## src/rtl/vdp_reg_write_arbiter.sv

```systemverilog
// VDP register write arbiter: copper FIFO (4 deep) and host holding register share one register-file write port.
// Optional VDP_REG_ARB_STATS_EN adds stat_clear / stat_write_count (committed-write counter).
module vdp_reg_write_arbiter (
   input  logic        clk,
   input  logic        reset,
   input  logic [5:0]  copper_write_address,
   input  logic [15:0] copper_write_data,
   input  logic        copper_write_en,
   output logic        copper_write_ready,
   input  logic [5:0]  host_write_address,
   input  logic [15:0] host_write_data,
   input  logic        host_write_en,
   output logic        host_write_ready,
   input  logic        reg_stall,
   output logic [5:0]  reg_write_address,
   output logic [15:0] reg_write_data,
   output logic        reg_write_en,
   output logic        reg_write_source,
`ifdef VDP_REG_ARB_STATS_EN
   input  logic        stat_clear,
   output logic [15:0] stat_write_count,
`endif
   output logic        copper_overflow
);

   logic [21:0] fifo_mem [4];
   logic [1:0]  wr_ptr;
   logic [1:0]  rd_ptr;
   logic [2:0]  count;

   logic        host_valid;
   logic [5:0]  host_addr;
   logic [15:0] host_data;
   logic [2:0]  starve;

   logic        enq;
   logic        grant_host;
   logic        grant_copper;

   assign copper_write_ready = (count != 3'd4);
   assign host_write_ready   = !host_valid;

   // Copper wins unless the host has waited long enough to saturate its starvation counter.
   always_comb begin
      enq          = copper_write_en && copper_write_ready;
      grant_host   = 1'b0;
      grant_copper = 1'b0;
      if (!reg_stall) begin
         grant_host   = host_valid && ((count == 3'd0) || (starve == 3'd7));
         grant_copper = (count != 3'd0) && !grant_host;
      end
   end

   always_ff @(posedge clk) begin
      if (enq)
         fifo_mem[wr_ptr] <= {copper_write_address, copper_write_data};
   end

   always_ff @(posedge clk) begin
      if (reset) begin
         wr_ptr            <= '0;
         rd_ptr            <= '0;
         count             <= '0;
         host_valid        <= 1'b0;
         host_addr         <= '0;
         host_data         <= '0;
         starve            <= '0;
         copper_overflow   <= 1'b0;
         reg_write_en      <= 1'b0;
         reg_write_address <= '0;
         reg_write_data    <= '0;
         reg_write_source  <= 1'b0;
      end else begin
         if (enq)
            wr_ptr <= wr_ptr + 2'd1;
         if (grant_copper)
            rd_ptr <= rd_ptr + 2'd1;
         case ({enq, grant_copper})
            2'b10:   count <= count + 3'd1;
            2'b01:   count <= count - 3'd1;
            default: count <= count;
         endcase

         if (copper_write_en && !copper_write_ready)
            copper_overflow <= 1'b1;

         if (grant_host) begin
            host_valid <= 1'b0;
         end else if (host_write_en && !host_valid) begin
            host_valid <= 1'b1;
            host_addr  <= host_write_address;
            host_data  <= host_write_data;
         end

         // Stalled cycles count as waiting too.
         if (!host_valid || grant_host)
            starve <= '0;
         else if (starve != 3'd7)
            starve <= starve + 3'd1;

         reg_write_en <= grant_host || grant_copper;
         if (grant_host) begin
            reg_write_address <= host_addr;
            reg_write_data    <= host_data;
            reg_write_source  <= 1'b1;
         end else if (grant_copper) begin
            {reg_write_address, reg_write_data} <= fifo_mem[rd_ptr];
            reg_write_source                    <= 1'b0;
         end
      end
   end

`ifdef VDP_REG_ARB_STATS_EN
   always_ff @(posedge clk) begin
      if (reset || stat_clear)
         stat_write_count <= '0;
      else if (reg_write_en)
         stat_write_count <= stat_write_count + 16'd1;
   end
`endif

endmodule

```

## config.mk

```make
export PLATFORM = sky130hd
export DESIGN_NAME = vdp_reg_write_arbiter
export DESIGN_NICKNAME = d
export VERILOG_FILES = /design/src/rtl/vdp_reg_write_arbiter.sv
export SDC_FILE = /design/constraint.sdc
export NUM_CORES = 1
export LEC_CHECK = 0
export ABC_AREA = 0
export BUFFER_PORTS_ARGS = -buffer_cell sky130_fd_sc_hd__buf_2
export CORE_MARGIN = 4
export CORE_UTILIZATION = 50
export DETAILED_ROUTE_END_ITERATION = 7
export GPL_TIMING_DRIVEN = 0
export PLACE_DENSITY = 0.68
export SKIP_CTS_REPAIR_TIMING = 1
export SYNTH_ARGS = -nofsm -noshare
export SYNTH_HDL_FRONTEND = slang
export SYNTH_SLANG_ARGS = --single-unit
```

## constraint.sdc

```tcl
create_clock -name clk -period 3.1 [get_ports clk]
set_input_delay 0.155 -clock clk [delete_from_list [all_inputs] [get_ports clk]]
set_output_delay 0.155 -clock clk [all_outputs]
set_load 0.05 [all_outputs]
```

# After elaboration in Yosys (flattened, before gate mapping)
# Memories as Yosys holds them, arrays and structs flattened. A register that Yosys moved wholly into a read port is not among the register bits.
# Index checks and enable logic that the tools add are counted.
# classes
addsub	5
n_reduce_logical	18
bitwise	1
n_eq_ne	5
muxes	13
# op_table
cell	n
16-bit two-way mux	2
6-bit two-way mux	2
3-bit by 1-bit adder with 3-bit output (second input constant)	2
1-bit two-way mux	6
3-bit != test (second input constant)	2
3-bit case mux with 2 select lines	1
1-bit logical AND	5
2-bit by 1-bit adder with 2-bit output (second input constant)	2
2-bit two-way mux	2
2-bit nonzero test	2
2-bit OR reduction	2
3-bit equality test (second input constant)	1
1-bit zero test	3
3-bit zero test	1
1-bit logical OR	3
3-bit nonzero test	1
3-bit by 1-bit subtractor with 3-bit output (second input constant)	1
2-bit by 1-bit equality test with 1-bit output (second input constant)	1
2-bit equality test (second input constant)	1
2-bit AND reduction	1
1-bit inverter	1
# word_totals
n_memories	1
ram_bits	88
wordCells	55
register_bits	58
out_inout_bits	27
inputBits	49
# mem_list
name	words	word_bits	rd	rd_clocked_by_memory_dff	write_ports	line_no	text
fifo_mem	4	22	1	1	1	26	logic [21:0] fifo_mem [4];

# Depth between registers and ports, before layout
# Gate-level depths: netlist of the first run.
# depth
word_depth	8
depth_mapped	12
ltp_nobuf	10

# Worst setup path before layout of the first run
# Ideal clock, no wire load.
# synth_path
path_kind	flip-flop to flip-flop
from	reg count[2]
to	reg count[2]
synth_period_minus_slack_ns	2.600
n_path_buf	1
stages_incl_launch_ff	10
setup_slack_ns	0.500
setup_ns	0.070
t_required_ns	3.030
arrival_time_ns	2.529
cell_sequence	dfxtp_1 > or3b_2 > clkbuf_1 > nand2_1 > ha_1 > inv_1 > fa_1 > xor2_1 > or3_1 > a21oi_1
# synth_via
word_cells_on_any_way	15
cone_classes	2 x add/sub; 3 x eq/ne; 2 x mux; 8 x reduce/logical
# synth_lines
item	line_no	text
start, declared	29	logic [2:0] count;
start signal, assigned	79	2'b10: count <= count + 3'd1;
start signal, assigned	80	2'b01: count <= count - 3'd1;
start signal, assigned	81	default: count <= count;
3-bit != test (*)	40	assign copper_write_ready = (count != 3'd4);
net copper_write_ready	9	output logic copper_write_ready,
1-bit logical AND (*)	45	enq = copper_write_en && copper_write_ready;
2-bit by 1-bit equality test with 1-bit output / 2-bit equality test (equally long branches)	78	case ({enq, grant_copper})
3-bit case mux with 2 select lines / 2-bit nonzero test (equally long branches)	n/a	
# Mark *: on every way through the listed nets, which the timed path passes. The rest lies on a longest branch.
# A chain may end at the register's enable or synchronous reset.

# Worst setup path after layout of the first run
# layout_path
from	reg starve[0]
to	reg count[2]
# layout_via
elab_chain_cells	8
word_cells_on_any_way	10
cone_classes	3 x eq/ne; 2 x mux; 5 x reduce/logical
# layout_lines
item	line_no	text
start, declared	34	logic [2:0] starve;
start signal, assigned	99	starve <= starve + 3'd1;
3-bit equality test (*)	49	grant_host = host_valid && ((count == 3'd0) || (starve == 3'd7));
1-bit logical OR (*)	49	
1-bit logical AND (*)	49	
1-bit zero test (*)	50	grant_copper = (count != 3'd0) && !grant_host;
1-bit logical AND (*)	50	
1-bit two-way mux (*)	48	if (!reg_stall) begin
net grant_copper	38	logic grant_copper;
2-bit by 1-bit equality test with 1-bit output / 2-bit equality test (equally long branches)	78	
3-bit case mux with 2 select lines / 2-bit nonzero test (equally long branches)	n/a	
# Marked as above.

==> metrics.csv, run 1 <==
metric,value,unit
status,"complete, but fails checks",
failed_checks,hold timing,
antenna_found_initial,0,
htree_levels,4,
n_fill_cell,816,
setup_tns,0,ns
place_inst,641,
core_area,0.0111,sq mm
maxCapViolations,0,
p_comb_frac,0.252,
switching_share,0.317,
wl_per_cell,17.7,um
peakVddDrop,0.508,mV
p_switching,1.91,mW
fp.dieH,116,um
fmax,0.352,GHz
p_seq_frac,0.409,
finalSetupViolations,0,
cts_root_buffer,clkbuf_16,
synth_largest_area_cell,edfxtp_1,
rows,38,
ant_nets,0,
clkPwrFrac,0.339,
cts_buffers,17,
relSlewSlack,0.223,
fin_nets,615,
startpoint_type,flop,
vias,3900,
worst_hold_path_type,primary input to flop,
clockBufferDepth,2,
drt_iter0_drc,285,
synth_top_area_frac,0.457,
port-buffer-count,74,
synth_edf_count,88,
worstSetupPathType,flop to flop,
cp_data_required_time,3.45,ns
fin_crit,2.84,ns
dieArea,0.0133,sq mm
fin_hold_ws,-0.0125,ns
antenna_cells,0,
grt_pass1_wl,19600,um
vias_per_cell,5.49,
fin_ws,0.263,ns
cp_slowest_cell,fa_1,
cts_tree,done,
r2r_slack,0.26,ns
drt-total-wl,12500,um
fin_crit_sh,0.915,
postSynthCellCount,427,
ys_warn_count,0,
r2r_end,count[2]$_SDFFE_PP0P_,
ys_seq_area_frac,0.665,
reg2regPathDepth,12,
grt_start_max_net_pins,23,
synth-seq-cells,148,
track_usage,0.198,
synth_area_leaders,"edfxtp_1 (46%), dfxtp_1 (21%), mux4_2 (8.6%)",
synth_area,0.00578,sq mm
drive_above_1_share,0.232,
ios,76,
critPathArrivalTime,3.19,ns
die_width,116,um
synth.distinct_cells,36,
grt_pass1_vias,3825,
final_cells,710,
r2r-start,starve[0]$_SDFFE_PP0N_,
clock_skew,0.00817,ns
async_flop_share,0,
drc_errors,0,
syn-num-nets,484,
power.density,826,mW/mm^2
holdPathStages,3,
hold_viol_final,6,
cts_num_sinks,148,
gp_congestion,0.819,
place_ws,0.271,ns
critPathMaxFanout,10,
hpwl,8330,um
hold_end,host_addr[1]$_SDFFE_PP0P_,
slowest_delay,0.38,ns
yosysMostFrequentCell,edfxtp_1,
ys_top_cells_by_count,"edfxtp_1 (88), dfxtp_1 (60), nand2_1 (45)",
syn_to_final_growth,26.2,%
rsz0062_at_grt,false,
ys.flop_type,edfxtp_1,
drt_pass1_iterations,4,
clkSlewWorstSetupHoldPaths,0.06,ns
cp-end-kind,flop,
tightest_slew,1.17,ns
globalRoute.totalOverflow,0,
avgSynthCellArea,13.5,sq um
clock_latency,0.42,ns
slew_viol_final,0,
min_from,host_write_address[1],
p_leak,2.65,nW
crit_chain,ha_1 > ha_1 > buf_2 > a21o_1 > clkbuf_1 > nor2_1 > ha_1 > inv_1 > fa_1 > xor2_1 > or3_1 > a21oi_1,
p_int,4.11,mW
critical_path.most_common_cell,ha_1,
start_util,0.522,
==> registers in the layout (all words and copies together), names as in the netlist, named ones only <==
register,flops
copper_overflow,1
count,3
fifo_mem,88
host_addr,6
host_data,16
host_valid,1
rd_ptr,2
reg_write_address,6
reg_write_data,16
reg_write_en,1
reg_write_source,1
starve,3
wr_ptr,2
==> cells in the final DEF, fill, tap and decap left out, drive strengths merged <==
cell / count
nor3: 6
nor3b: 1
nor2: 6
o21ai: 14
dlygate4sd3: 38
clkinv: 3
o211ai: 11
a21o: 4
fa: 1
mux4: 22
o31ai: 1
edfxtp: 88
dfxtp: 60
a21oi: 32
ha: 7
a41oi: 1
clkbuf: 36
nand2: 45
xor2: 3
clkinvlp: 5
a211oi: 11
nand2b: 3
bufinv: 3
inv: 31
mux2i: 2
o221ai: 11
or3: 3
or4: 1
nor4: 1
a311oi: 11
and3: 4
buf: 88
o21bai: 1
nor2b: 1
or3b: 1
nand3: 14
==> worst max path at each step <==
stage	slack, ns	end	depth (start not counted)	startpoint
global route	0.06	count[2]$_SDFFE_PP0P_	12	starve[0]$_SDFFE_PP0N_
CTS	0.26	count[2]$_SDFFE_PP0P_	12	starve[0]$_SDFFE_PP0N_
floorplan	0.50	count[2]$_SDFFE_PP0P_	9	count[2]$_SDFFE_PP0P_
detailed placement	0.27	count[2]$_SDFFE_PP0P_	12	starve[0]$_SDFFE_PP0N_
global placement	0.32	count[2]$_SDFFE_PP0P_	12	starve[0]$_SDFFE_PP0N_
finish	0.26	count[2]$_SDFFE_PP0P_	12	starve[0]$_SDFFE_PP0N_
==> power groups by stage <==
| stage | Combinational, mW | Sequential, mW | Clock [mW] |
|---|---|---|---|
| CTS | 1.49 | 2.47 | 2.07 |
| global route | 1.64 | 2.49 | 2.16 |
| finish | 1.52 | 2.46 | 2.04 |
| floorplan | 0.768 | 2.81 | 0 |
| global placement | 1.46 | 2.49 | 0 |
| detailed placement | 1.49 | 2.50 | 0 |
==> per-layer routing <==
layer	GRT usage	part of all wire	up-vias
met5	0	0	-
met4	0.0806	0.020	0
met3	0.0601	0.055	22
met2	0.316	0.49	110
met1	0.254	0.43	1902
li1	-	-	1866
==> stage by stage <==
| stage | hold slack (ns) | utilization | cell area (sq um) | power, mW |
|---|---|---|---|---|
| after detailed placement | 0.372 | 0.571 | 6320 | 3.99 |
| after floorplan | 0.234 | - | 5780 | 3.58 |
| after global placement | 0.367 | 0.571 | 6320 | 3.95 |
| after CTS | -0.0700 | 0.624 | 6910 | 6.03 |
| after global routing | -0.00401 | 0.658 | 7290 | 6.30 |
| final | -0.0125 | 0.658 | 7290 | 6.03 |
==> layout make-up <==
type / instances / area (sq um) / area share
repair buffers: 112 / 751 / 0.103
multi-input cells: 218 / 1690 / 0.231
clock inverters: 12 / 158 / 0.0216
inverters: 30 / 113 / 0.0154
plain buffers: 31 / 135 / 0.0185
flip-flops and latches: 148 / 3840 / 0.527
well taps: 140 / 175 / 0.0240
clock buffers: 19 / 433 / 0.0593
==> critical path, delay by kind of cell (launching register included) <==
family	cells	cell delay, ns
compound gates	2	0.38
xor+xnor	1	0.16
buf+inv	3	0.46
fa+ha+maj	4	0.96
flops	1	0.33
simple gates	2	0.47
==> logic make-up (layout without fill, tap and decap cells) <==
logic type,Yosys count,after routing,share of synthesized area
flops,148,148,0.665
compound gates,97,97,0.111
simple gates,86,86,0.0684
buf+inv,61,204,0.0429
mux,24,24,0.0892
fa+ha+maj,8,8,0.0186
xor+xnor,3,3,0.00455
Note: power is estimated with default switching activity, not from simulation.
==> run 2, diff against run 1 <==
--- a/config.mk
+++ b/config.mk
@@ -6,7 +6,7 @@
 export NUM_CORES = 1
 export LEC_CHECK = 0
 export ABC_AREA = 0
-export BUFFER_PORTS_ARGS = -buffer_cell sky130_fd_sc_hd__buf_2
+export BUFFER_PORTS_ARGS = -buffer_cell sky130_fd_sc_hd__clkbuf_2
 export CORE_MARGIN = 4
 export CORE_UTILIZATION = 50
 export DETAILED_ROUTE_END_ITERATION = 7
==> metrics.csv, run 2 (synthesis gave the netlist of run 1 again) <==
metric,value,unit
status,"complete, but fails checks",
failed_checks,hold timing,
drt_iter0_drc,291,
slew_viol_final,0,
clkSlewWorstSetupHoldPaths,0.06,ns
wl_per_cell,18.0,um
clock_skew,0.00593,ns
cts_num_sinks,148,
die_width,116,um
finalSetupViolations,0,
power.density,821,mW/mm^2
relSlewSlack,0.223,
cp_data_required_time,3.45,ns
clockBufferDepth,2,
cp-end-kind,flop,
critical_path.most_common_cell,ha_1,
track_usage,0.201,
ant_nets,0,
hpwl,8490,um
n_fill_cell,837,
maxCapViolations,0,
drc_errors,0,
clock_latency,0.42,ns
fmax,0.347,GHz
globalRouteMet1Util,0.254,
grt_start_max_net_pins,23,
layout.area.seq,0.00384,sq mm
start_util,0.522,
vias,3920,
cts_tree,done,
drt_pass1_iterations,4,
cts_root_buffer,clkbuf_16,
rsz0062_at_grt,false,
critPathMaxFanout,10,
grt_pass1_vias,3875,
core_area,0.0111,sq mm
slowest_delay,0.38,ns
globalRoute.totalOverflow,0,
setup_tns,0,ns
crit_chain,ha_1 > ha_1 > buf_2 > a21o_1 > clkbuf_1 > nor2_1 > ha_1 > inv_1 > fa_1 > xor2_1 > or3_1 > a21oi_1,
peakVddDrop,0.830,mV
fin_hold_ws,-0.0389,ns
gp_congestion,0.823,
met3_usage,0.0585,
tightest_slew,1.17,ns
mostFrequentLayoutCell,edfxtp_1,
grt_pass1_wl,19800,um
vias_per_cell,5.47,
final_cell_mix,"edfxtp_1 (88), clkbuf_2 (74), dfxtp_1 (60)",
antenna_cells,0,
syn_to_final_growth,27.1,%
ios,76,
cp_slowest_cell,fa_1,
critical-path-top-delay-family,adder cells,
worstSetupPathType,flop to flop,
htree_levels,4,
worst_hold_path_type,primary input to flop,
fin_nets,620,
rows,38,
largest_registers,"fifo_mem (88), host_data (16), reg_write_data (16)",
drt-total-wl,12900,um
fin_crit,2.88,ns
p_leak,2.68,nW
critPathArrivalTime,3.24,ns
fin_crit_sh,0.930,
antenna_found_initial,0,
multiInputGateArea,0.00169,sq mm
cts_buffers,17,
use_met2,0.328,
fp.dieH,116,um
top_register,fifo_mem,
drive_above_1_share,0.231,
critPathBufInv,3,
startpoint_type,flop,
top_usage_layer,met2,
largest_register_ffs,88,
dieArea,0.0133,sq mm
port-buffer-count,74,
hold_viol_final,1,
## run 2: power by group
part / leakage [nW] / total (mW) / internal, mW / switching, mW
combinational: 1.10 / 1.52 / 0.513 / 1.01
clock: 0.281 / 2.04 / 1.26 / 0.779
sequential: 1.30 / 2.47 / 2.34 / 0.129
total: 2.68 / 6.03 / 4.11 / 1.92
## run 2: worst paths after layout
kind	startpoint	end	slack, ns	depth (start not counted)
worst max-delay path	starve[0]$_SDFFE_PP0N_	count[2]$_SDFFE_PP0P_	0.22	12
worst min-delay path	host_write_data[1]	host_data[1]$_SDFFE_PP0P_	-0.04	3
worst max register to register	starve[0]$_SDFFE_PP0N_	count[2]$_SDFFE_PP0P_	0.22	12
worst min register to register	host_addr[4]$_SDFFE_PP0P_	host_addr[4]$_SDFFE_PP0P_	0.46	2
## run 2: area by class of cell
class / instances / area share
plain buffers: 31 / 0.0184
clock inverters: 14 / 0.0221
clock buffers: 18 / 0.0584
well taps: 140 / 0.0238
flip-flops and latches: 148 / 0.523
inverters: 30 / 0.0153
multi-input cells: 218 / 0.230
repair buffers: 117 / 0.109
## run 2: worst reg2reg max path: cells and delay by family, from the launching register on
family | cells | cell delay, ns
buffers and inverters | 3 | 0.49
adder cells (fa/ha/maj) | 4 | 0.97
AND/OR/NAND/NOR | 2 | 0.49
flip-flops | 1 | 0.32
AO/OA/AOI/OAI | 2 | 0.39
XOR/XNOR | 1 | 0.16
## run 2: routing by layer
layer | vias to the layer above | part of all wire
met3 | 22 | 0.050
li1 | 1886 | -
met4 | 0 | 0.016
met2 | 103 | 0.50
met5 | - | 0
met1 | 1909 | 0.44
## run 2: through the flow
step	instances	setup WS, ns	cell area (sq um)	utilization	power (mW)
3_3_place_gp	641	0.323	6320	0.571	3.95
3_5_place_dp	641	0.220	6320	0.571	3.99
4_1_cts	673	0.228	6920	0.624	6.03
2_1_floorplan	427	0.500	5780	-	3.58
5_1_grt	716	0.00967	7350	0.663	6.29
6_report	716	0.217	7350	0.663	6.03
